**config.mk**
```make
export PLATFORM = sky130hd
export DESIGN_NAME = lsu_mem_port
export DESIGN_NICKNAME = d
export VERILOG_FILES = /design/src/rtl/lsu_mem_port.sv
export SDC_FILE = /design/constraint.sdc
export NUM_CORES = 1
export LEC_CHECK = 0
export CAP_MARGIN = 20
export CELL_PAD_IN_SITES_DETAIL_PLACEMENT = 1
export CELL_PAD_IN_SITES_GLOBAL_PLACEMENT = 2
export CORE_AREA = 2 2 222 224
export DETAILED_ROUTE_END_ITERATION = 6
export DIE_AREA = 0 0 224 226
export MAX_ROUTING_LAYER = met4
export PLACE_DENSITY_LB_ADDON = 0.1
export SYNTH_ARGS = -nofsm -noshare
export SYNTH_HDL_FRONTEND = slang
export SYNTH_SLANG_ARGS = --single-unit
```
**constraint.sdc**
```tcl
create_clock -name clk -period 3.26 [get_ports clk]
set_clock_uncertainty 0.2 [all_clocks]
set_input_delay 0.978 -clock clk [delete_from_list [all_inputs] [get_ports clk]]
set_output_delay 0.978 -clock clk [all_outputs]
set_load 0.005 [all_outputs]
```
**src/rtl/lsu_mem_port.sv**
```systemverilog
// lsu_mem_port: load/store unit between execute and a 64-bit data memory.
//
// Accepts byte/half/word/doubleword loads and stores over a valid/ready
// handshake, converts byte addresses to doubleword indices, performs
// read-modify-write for sub-doubleword stores and lane extraction with
// sign/zero extension for loads.
//
// Optional feature: define LSU_MISALIGN_TRAP_EN to trap misaligned accesses
// (one-cycle resp_valid_o + resp_fault_o, no memory strobes). Without it,
// resp_fault_o is tied 0 and low offset bits below the access size are ignored.
//
// Ports:
//   clk, rst_n                 clock, asynchronous active-low reset
//   req_valid_i / req_ready_o  request handshake (ready only when idle)
//   req_we_i, req_size_i       store flag, size (00 B, 01 H, 10 W, 11 D)
//   req_unsigned_i             zero-extend load result
//   req_addr_i, req_wdata_i    byte address, right-justified store data
//   resp_valid_o               one-cycle completion pulse
//   resp_rdata_o               extended load data (0 for stores), held
//   resp_fault_o               misaligned-access trap
//   mem_addr_o                 doubleword index (0 when idle)
//   mem_wdata_o, mem_write_o   write data / strobe
//   mem_read_o, mem_rdata_i    read strobe / data (valid cycle after read)
module lsu_mem_port #(
    parameter int unsigned XLEN      = 64,
    parameter int unsigned IDX_SHIFT = 3
) (
    input  logic            clk,
    input  logic            rst_n,
    input  logic            req_valid_i,
    output logic            req_ready_o,
    input  logic            req_we_i,
    input  logic [1:0]      req_size_i,
    input  logic            req_unsigned_i,
    input  logic [XLEN-1:0] req_addr_i,
    input  logic [XLEN-1:0] req_wdata_i,
    output logic            resp_valid_o,
    output logic [XLEN-1:0] resp_rdata_o,
    output logic            resp_fault_o,
    output logic [XLEN-1:0] mem_addr_o,
    output logic [XLEN-1:0] mem_wdata_o,
    output logic            mem_write_o,
    output logic            mem_read_o,
    input  logic [XLEN-1:0] mem_rdata_i
);

    typedef enum logic [2:0] {
        StIdle, StLdRd, StLdRsp, StStWr, StRmwRd, StRmwWr, StDone, StFault
    } state_e;

    state_e state_q, state_d;

    logic [1:0]      size_q;
    logic            uns_q;
    logic [XLEN-1:0] addr_q;
    logic [XLEN-1:0] wdata_q;
    logic [XLEN-1:0] rdata_q, rdata_d;

    logic            accept;
    logic            misalign;
    logic [2:0]      off;
    logic [5:0]      shamt;
    logic [XLEN-1:0] lane;
    logic [XLEN-1:0] lane_mask;
    logic [XLEN-1:0] ld_ext;
    logic [XLEN-1:0] merged;

    assign accept = req_valid_i && (state_q == StIdle);

`ifdef LSU_MISALIGN_TRAP_EN
    always_comb begin
        unique case (req_size_i)
            2'b01:   misalign = req_addr_i[0];
            2'b10:   misalign = |req_addr_i[1:0];
            2'b11:   misalign = |req_addr_i[2:0];
            default: misalign = 1'b0;
        endcase
    end
`else
    assign misalign = 1'b0;
`endif

    // State register
    always_ff @(posedge clk or negedge rst_n) begin
        if (!rst_n) state_q <= StIdle;
        else        state_q <= state_d;
    end

    // Request latch and held response data
    always_ff @(posedge clk or negedge rst_n) begin
        if (!rst_n) begin
            size_q  <= 2'b00;
            uns_q   <= 1'b0;
            addr_q  <= '0;
            wdata_q <= '0;
            rdata_q <= '0;
        end else begin
            if (accept) begin
                size_q  <= req_size_i;
                uns_q   <= req_unsigned_i;
                addr_q  <= req_addr_i;
                wdata_q <= req_wdata_i;
            end
            rdata_q <= rdata_d;
        end
    end

    // Next-state logic
    always_comb begin
        state_d = state_q;
        unique case (state_q)
            StIdle: begin
                if (req_valid_i) begin
                    if (misalign)                state_d = StFault;
                    else if (!req_we_i)          state_d = StLdRd;
                    else if (req_size_i == 2'b11) state_d = StStWr;
                    else                         state_d = StRmwRd;
                end
            end
            StLdRd:  state_d = StLdRsp;
            StLdRsp: state_d = StIdle;
            StStWr:  state_d = StDone;
            StRmwRd: state_d = StRmwWr;
            StRmwWr: state_d = StDone;
            StDone:  state_d = StIdle;
            StFault: state_d = StIdle;
            default: state_d = StIdle;
        endcase
    end

    // Lane offset: bits below the access size are ignored (forced alignment).
    always_comb begin
        unique case (size_q)
            2'b00:   begin off = addr_q[2:0];          lane_mask = XLEN'(8'hFF);        end
            2'b01:   begin off = {addr_q[2:1], 1'b0};  lane_mask = XLEN'(16'hFFFF);     end
            2'b10:   begin off = {addr_q[2], 2'b00};   lane_mask = XLEN'(32'hFFFF_FFFF); end
            default: begin off = 3'd0;                 lane_mask = '1;                  end
        endcase
    end

    assign shamt  = {off, 3'b000};
    assign lane   = mem_rdata_i >> shamt;
    assign merged = (mem_rdata_i & ~(lane_mask << shamt)) | ((wdata_q & lane_mask) << shamt);

    always_comb begin
        unique case (size_q)
            2'b00:   ld_ext = uns_q ? {{(XLEN-8){1'b0}}, lane[7:0]}
                                    : {{(XLEN-8){lane[7]}}, lane[7:0]};
            2'b01:   ld_ext = uns_q ? {{(XLEN-16){1'b0}}, lane[15:0]}
                                    : {{(XLEN-16){lane[15]}}, lane[15:0]};
            2'b10:   ld_ext = uns_q ? {{(XLEN-32){1'b0}}, lane[31:0]}
                                    : {{(XLEN-32){lane[31]}}, lane[31:0]};
            default: ld_ext = mem_rdata_i;
        endcase
    end

    // Output logic, decoded from state
    always_comb begin
        req_ready_o  = (state_q == StIdle);
        mem_read_o   = (state_q == StLdRd) || (state_q == StRmwRd);
        mem_write_o  = (state_q == StStWr) || (state_q == StRmwWr);
        resp_valid_o = (state_q == StLdRsp) || (state_q == StDone) || (state_q == StFault);
`ifdef LSU_MISALIGN_TRAP_EN
        resp_fault_o = (state_q == StFault);
`else
        resp_fault_o = 1'b0;
`endif
        mem_addr_o   = (state_q == StIdle) ? '0 : (addr_q >> IDX_SHIFT);
        mem_wdata_o  = '0;
        if (state_q == StStWr)  mem_wdata_o = wdata_q;
        if (state_q == StRmwWr) mem_wdata_o = merged;
        // Stores and faults report 0; the register then holds that until the next response.
        rdata_d      = rdata_q;
        resp_rdata_o = rdata_q;
        if (state_q == StLdRsp) begin
            rdata_d      = ld_ext;
            resp_rdata_o = ld_ext;
        end else if (state_q == StDone || state_q == StFault) begin
            rdata_d      = '0;
            resp_rdata_o = '0;
        end
    end

endmodule

```
==> impl_metrics.csv <==
group,metric,value,unit
clock_tree,clockRootBuffer,"clkbuf_16",
routing,vias,13080,
floorplanning,die_h,226,um
timing,drv_slew,0,
worst_setup_path,endpoint,"resp_rdata_o[1]",
worst_setup_path,r2r_slack,0.47,ns
clock_tree,cts_tree,"yes",
floorplanning,die-width,224,um
yosys,avgSynthCellArea,9.526,um2
timing,rsz0062_at_grt,"true",
worst_setup_path,r2r-end,"addr_q[8]$_DFFE_PN0P_",
timing,final-hold-violation-count,0,
pwr,powerDensity,1114,mW/mm2
clock_tree,clkLatencyLatePin,0.49,ns
cells_and_area,final_cells,2580,
cells_and_area,final_layout_size_suffix_gt1_share,52.02,%
routing,ant_nets,0,
yosys,synth_xor_area_share,0,%
worst_setup_path,path_max_fanout,5,
yosys,netlist_area,0.01147,mm2
yosys,synth_top_family_by_area,"compound AO/OA/AOI/OAI gates",
floorplanning,rows,81,
run_status,status,"finished, violations left",
grt,grt.overflow.total,0,
routing,vias_per_cell,5.071,
yosys,synth_flop_cell,"dfrtp_1",
worst_setup_path,critical_path_arrival,2.88,ns
floorplanning,io_pins,396,
yosys,yosysUniqueCellTypes,59,
yosys,synth_edf_count,0,
clock_tree,htreeDepth,4,
placed_design,dpl-instance-area,0.01812,mm2
timing,tightest_slew,0.6729,ns
placed_design,hpwl,51670,um
timing,relSlewSlack,55.14,%
grt,grt_first_pass_wirelength,93990,um
grt,antenna_found_initial,6,
timing,setup_viol_count_final,179,
floorplanning,core,0.04834,mm2
timing,layout_setup_ws,-0.7959,ns
placed_design,globalplace.congestion,0.9498,
routing,routed_wl,70940,um
clock_tree,path_clk_slew,0.09,ns
cells_and_area,mostFrequentLayoutCells,"buf_4 (294), dfrtp_1 (195), clkdlybuf4s50_1 (186)",
routing,drt_iter0_markers,690,
worst_setup_path,crit_path_start_kind,"register",
clock_tree,numClockSinks,198,
yosys,yosysWarningCount,0,
worst_setup_path,end_kind,"primary output",
floorplanning,dieArea,0.05062,mm2
yosys,synth_fa_ha_area_share,0,%
placed_design,io_buffers,391,
routing,first_pass_iters,4,
job,max_cap_viol_count,0,
worst_setup_path,r2r-start,"state_q[2]$_DFFE_PN0P_",
cells_and_area,area_delta_synth_final,93.14,%
cells_and_area,final_common_cell,"buf_4",
hold_path,min_path_type,"reg -> reg",
worst_setup_path,critical_path_required,2.08,ns
timing,max_freq,246.6,MHz
grt,grt_max_degree,66,
yosys,ys_async_sr_fraction,100.0,%
pwr,p_leak,9.985,nW
grt,grt_pass1_vias,13360,
yosys,yosys.area_share.simple,12.34,%
worst_setup_path,ff2ff_path_depth,11,
cells_and_area,final_cell_area,0.02215,mm2
worst_setup_path,crit_start,"addr_q[0]$_DFFE_PN0P_",
grt,grt_use_total,26.76,%
worst_setup_path,path_class,"reg -> out",
yosys,synth_seq_cells,198,
timing,timing.final.crit_share,124.4,%
routing,routedWlPerCell,27.49,um
clock_tree,numCtsBuffers,17,
routing,drc,0,
cells_and_area,nets,2137,
run_status,failed_checks,"negative setup slack",
clock_tree,postCtsHoldBufs,0,
yosys,synth_compound_area_share,23.80,%
placed_design,post-place-cells,2395,
cells_and_area,final_util,45.82,%
timing,fin_crit,4.056,ns
yosys,synthCells,1204,
yosys,synth_mux_area_share,15.99,%
pwr,irDropWorstVdd,494.3,uV
clock_tree,clk_path_buf_depth,2,
floorplanning,start_util,23.73,%
yosys,seq_area_frac_synth,43.20,%
pwr,power,24.69,mW
-- cells in the mapped netlist (5+ instances only) --
cell,instances,area share (%)
nand3_1,14,0.61
buf_2,32,1.4
nand2_1,131,4.3
a22o_1,21,1.6
a31oi_1,35,1.9
nand2b_1,9,0.49
o2111ai_1,5,0.38
and3_1,8,0.44
mux2i_1,19,1.7
a22oi_1,67,4.4
dfrtp_1,198,43
o211ai_1,7,0.46
nor2b_1,62,3.4
o21ai_0,117,5.1
buf_1,7,0.23
inv_1,14,0.46
mux2_2,132,13
o21ai_1,28,1.2
nor3_1,13,0.57
a32oi_1,9,0.69
o22ai_1,13,0.71
buf_4,6,0.39
a2bb2oi_1,10,0.76
mux4_2,7,1.4
nor2_1,39,1.3
clkbuf_1,63,2.1
a21oi_1,83,3.6
-- worst max-delay path: stages, from the launching register on --
cell	delay, ns
dfrtp_1	0.43
buf_6	0.14
or3b_4	0.45
buf_6	0.15
mux4_2	0.45
a22o_1	0.29
a21oi_2	0.24
o21ai_2	0.09
buf_2	0.14
-- cell type report --
cell class / instances / area (um2)
clock buffer: 18 / 439.2
timing repair buffer: 821 / 7687
inverter: 14 / 56.30
multi-input combinational: 886 / 8040
antenna: 7 / 17.52
clock inverter: 14 / 175.2
sequential: 198 / 4959
fill: 5310 / 26190
tap: 622 / 778.2
-- routing by layer --
layer	vias to the layer above	part of all wire, %	track usage (%)
li1	5913	-	-
met1	6632	42	32.52
met2	426	48	42.08
met3	113	6.4	7.312
met4	0	4.0	10.71
met5	-	0	-
-- worst min-delay path by stage --
stage,endpoint,startpoint,slack (ns),cells after the start
floorplan,addr_q[30]$_DFFE_PN0P_,addr_q[30]$_DFFE_PN0P_,0.27,1
global placement,rdata_q[29]$_DFF_PN0_,rdata_q[29]$_DFF_PN0_,0.28,2
detailed placement,addr_q[39]$_DFFE_PN0P_,addr_q[39]$_DFFE_PN0P_,0.29,1
CTS,rdata_q[30]$_DFF_PN0_,rst_n,0.29,1
global route,rdata_q[13]$_DFF_PN0_,rdata_q[13]$_DFF_PN0_,0.30,2
finish,rdata_q[7]$_DFF_PN0_,rdata_q[7]$_DFF_PN0_,0.27,2
-- state kept, by name (all words and copies together) (netlist names) --
signal   flops
addr_q      64
rdata_q     64
size_q       2
state_q      3
uns_q        1
wdata_q     64
-- what timing repair did --
item	in CTS	in global routing
pin swaps	33	128
setup buffers	26	114
setup endpoints to repair	193	193
resized for setup	380	747
cloned	3	15
-- cells by family (layout without fill, tap and decap cells) --
kind of cell / count (synthesis) / after routing
flops: 198 / 198
other cells: 1 / 11
mux: 158 / 158
simple gates: 293 / 293
buf+inv: 123 / 867
compound gates: 431 / 431
-- through the flow --
step	worst slack, ns	setup TNS, ns	hold WS (ns)
6_report	-0.7959	-75.44	0.2739
2_1_floorplan	-0.04710	-1.743	0.2726
4_1_cts	-0.8949	-105.04	0.2939
3_3_place_gp	-1.410	-124.12	0.2786
3_5_place_dp	-1.441	-126.65	0.2873
5_1_grt	-0.8899	-93.41	0.3010
-- power by group --
part           total [mW]  internal (mW)  switching (mW)
registers            4.31           3.62           0.690
clock network        2.30           1.12            1.18
logic                18.1           9.17            8.91
total                24.7           13.9            10.8
(Power assumes the default switching activity.)
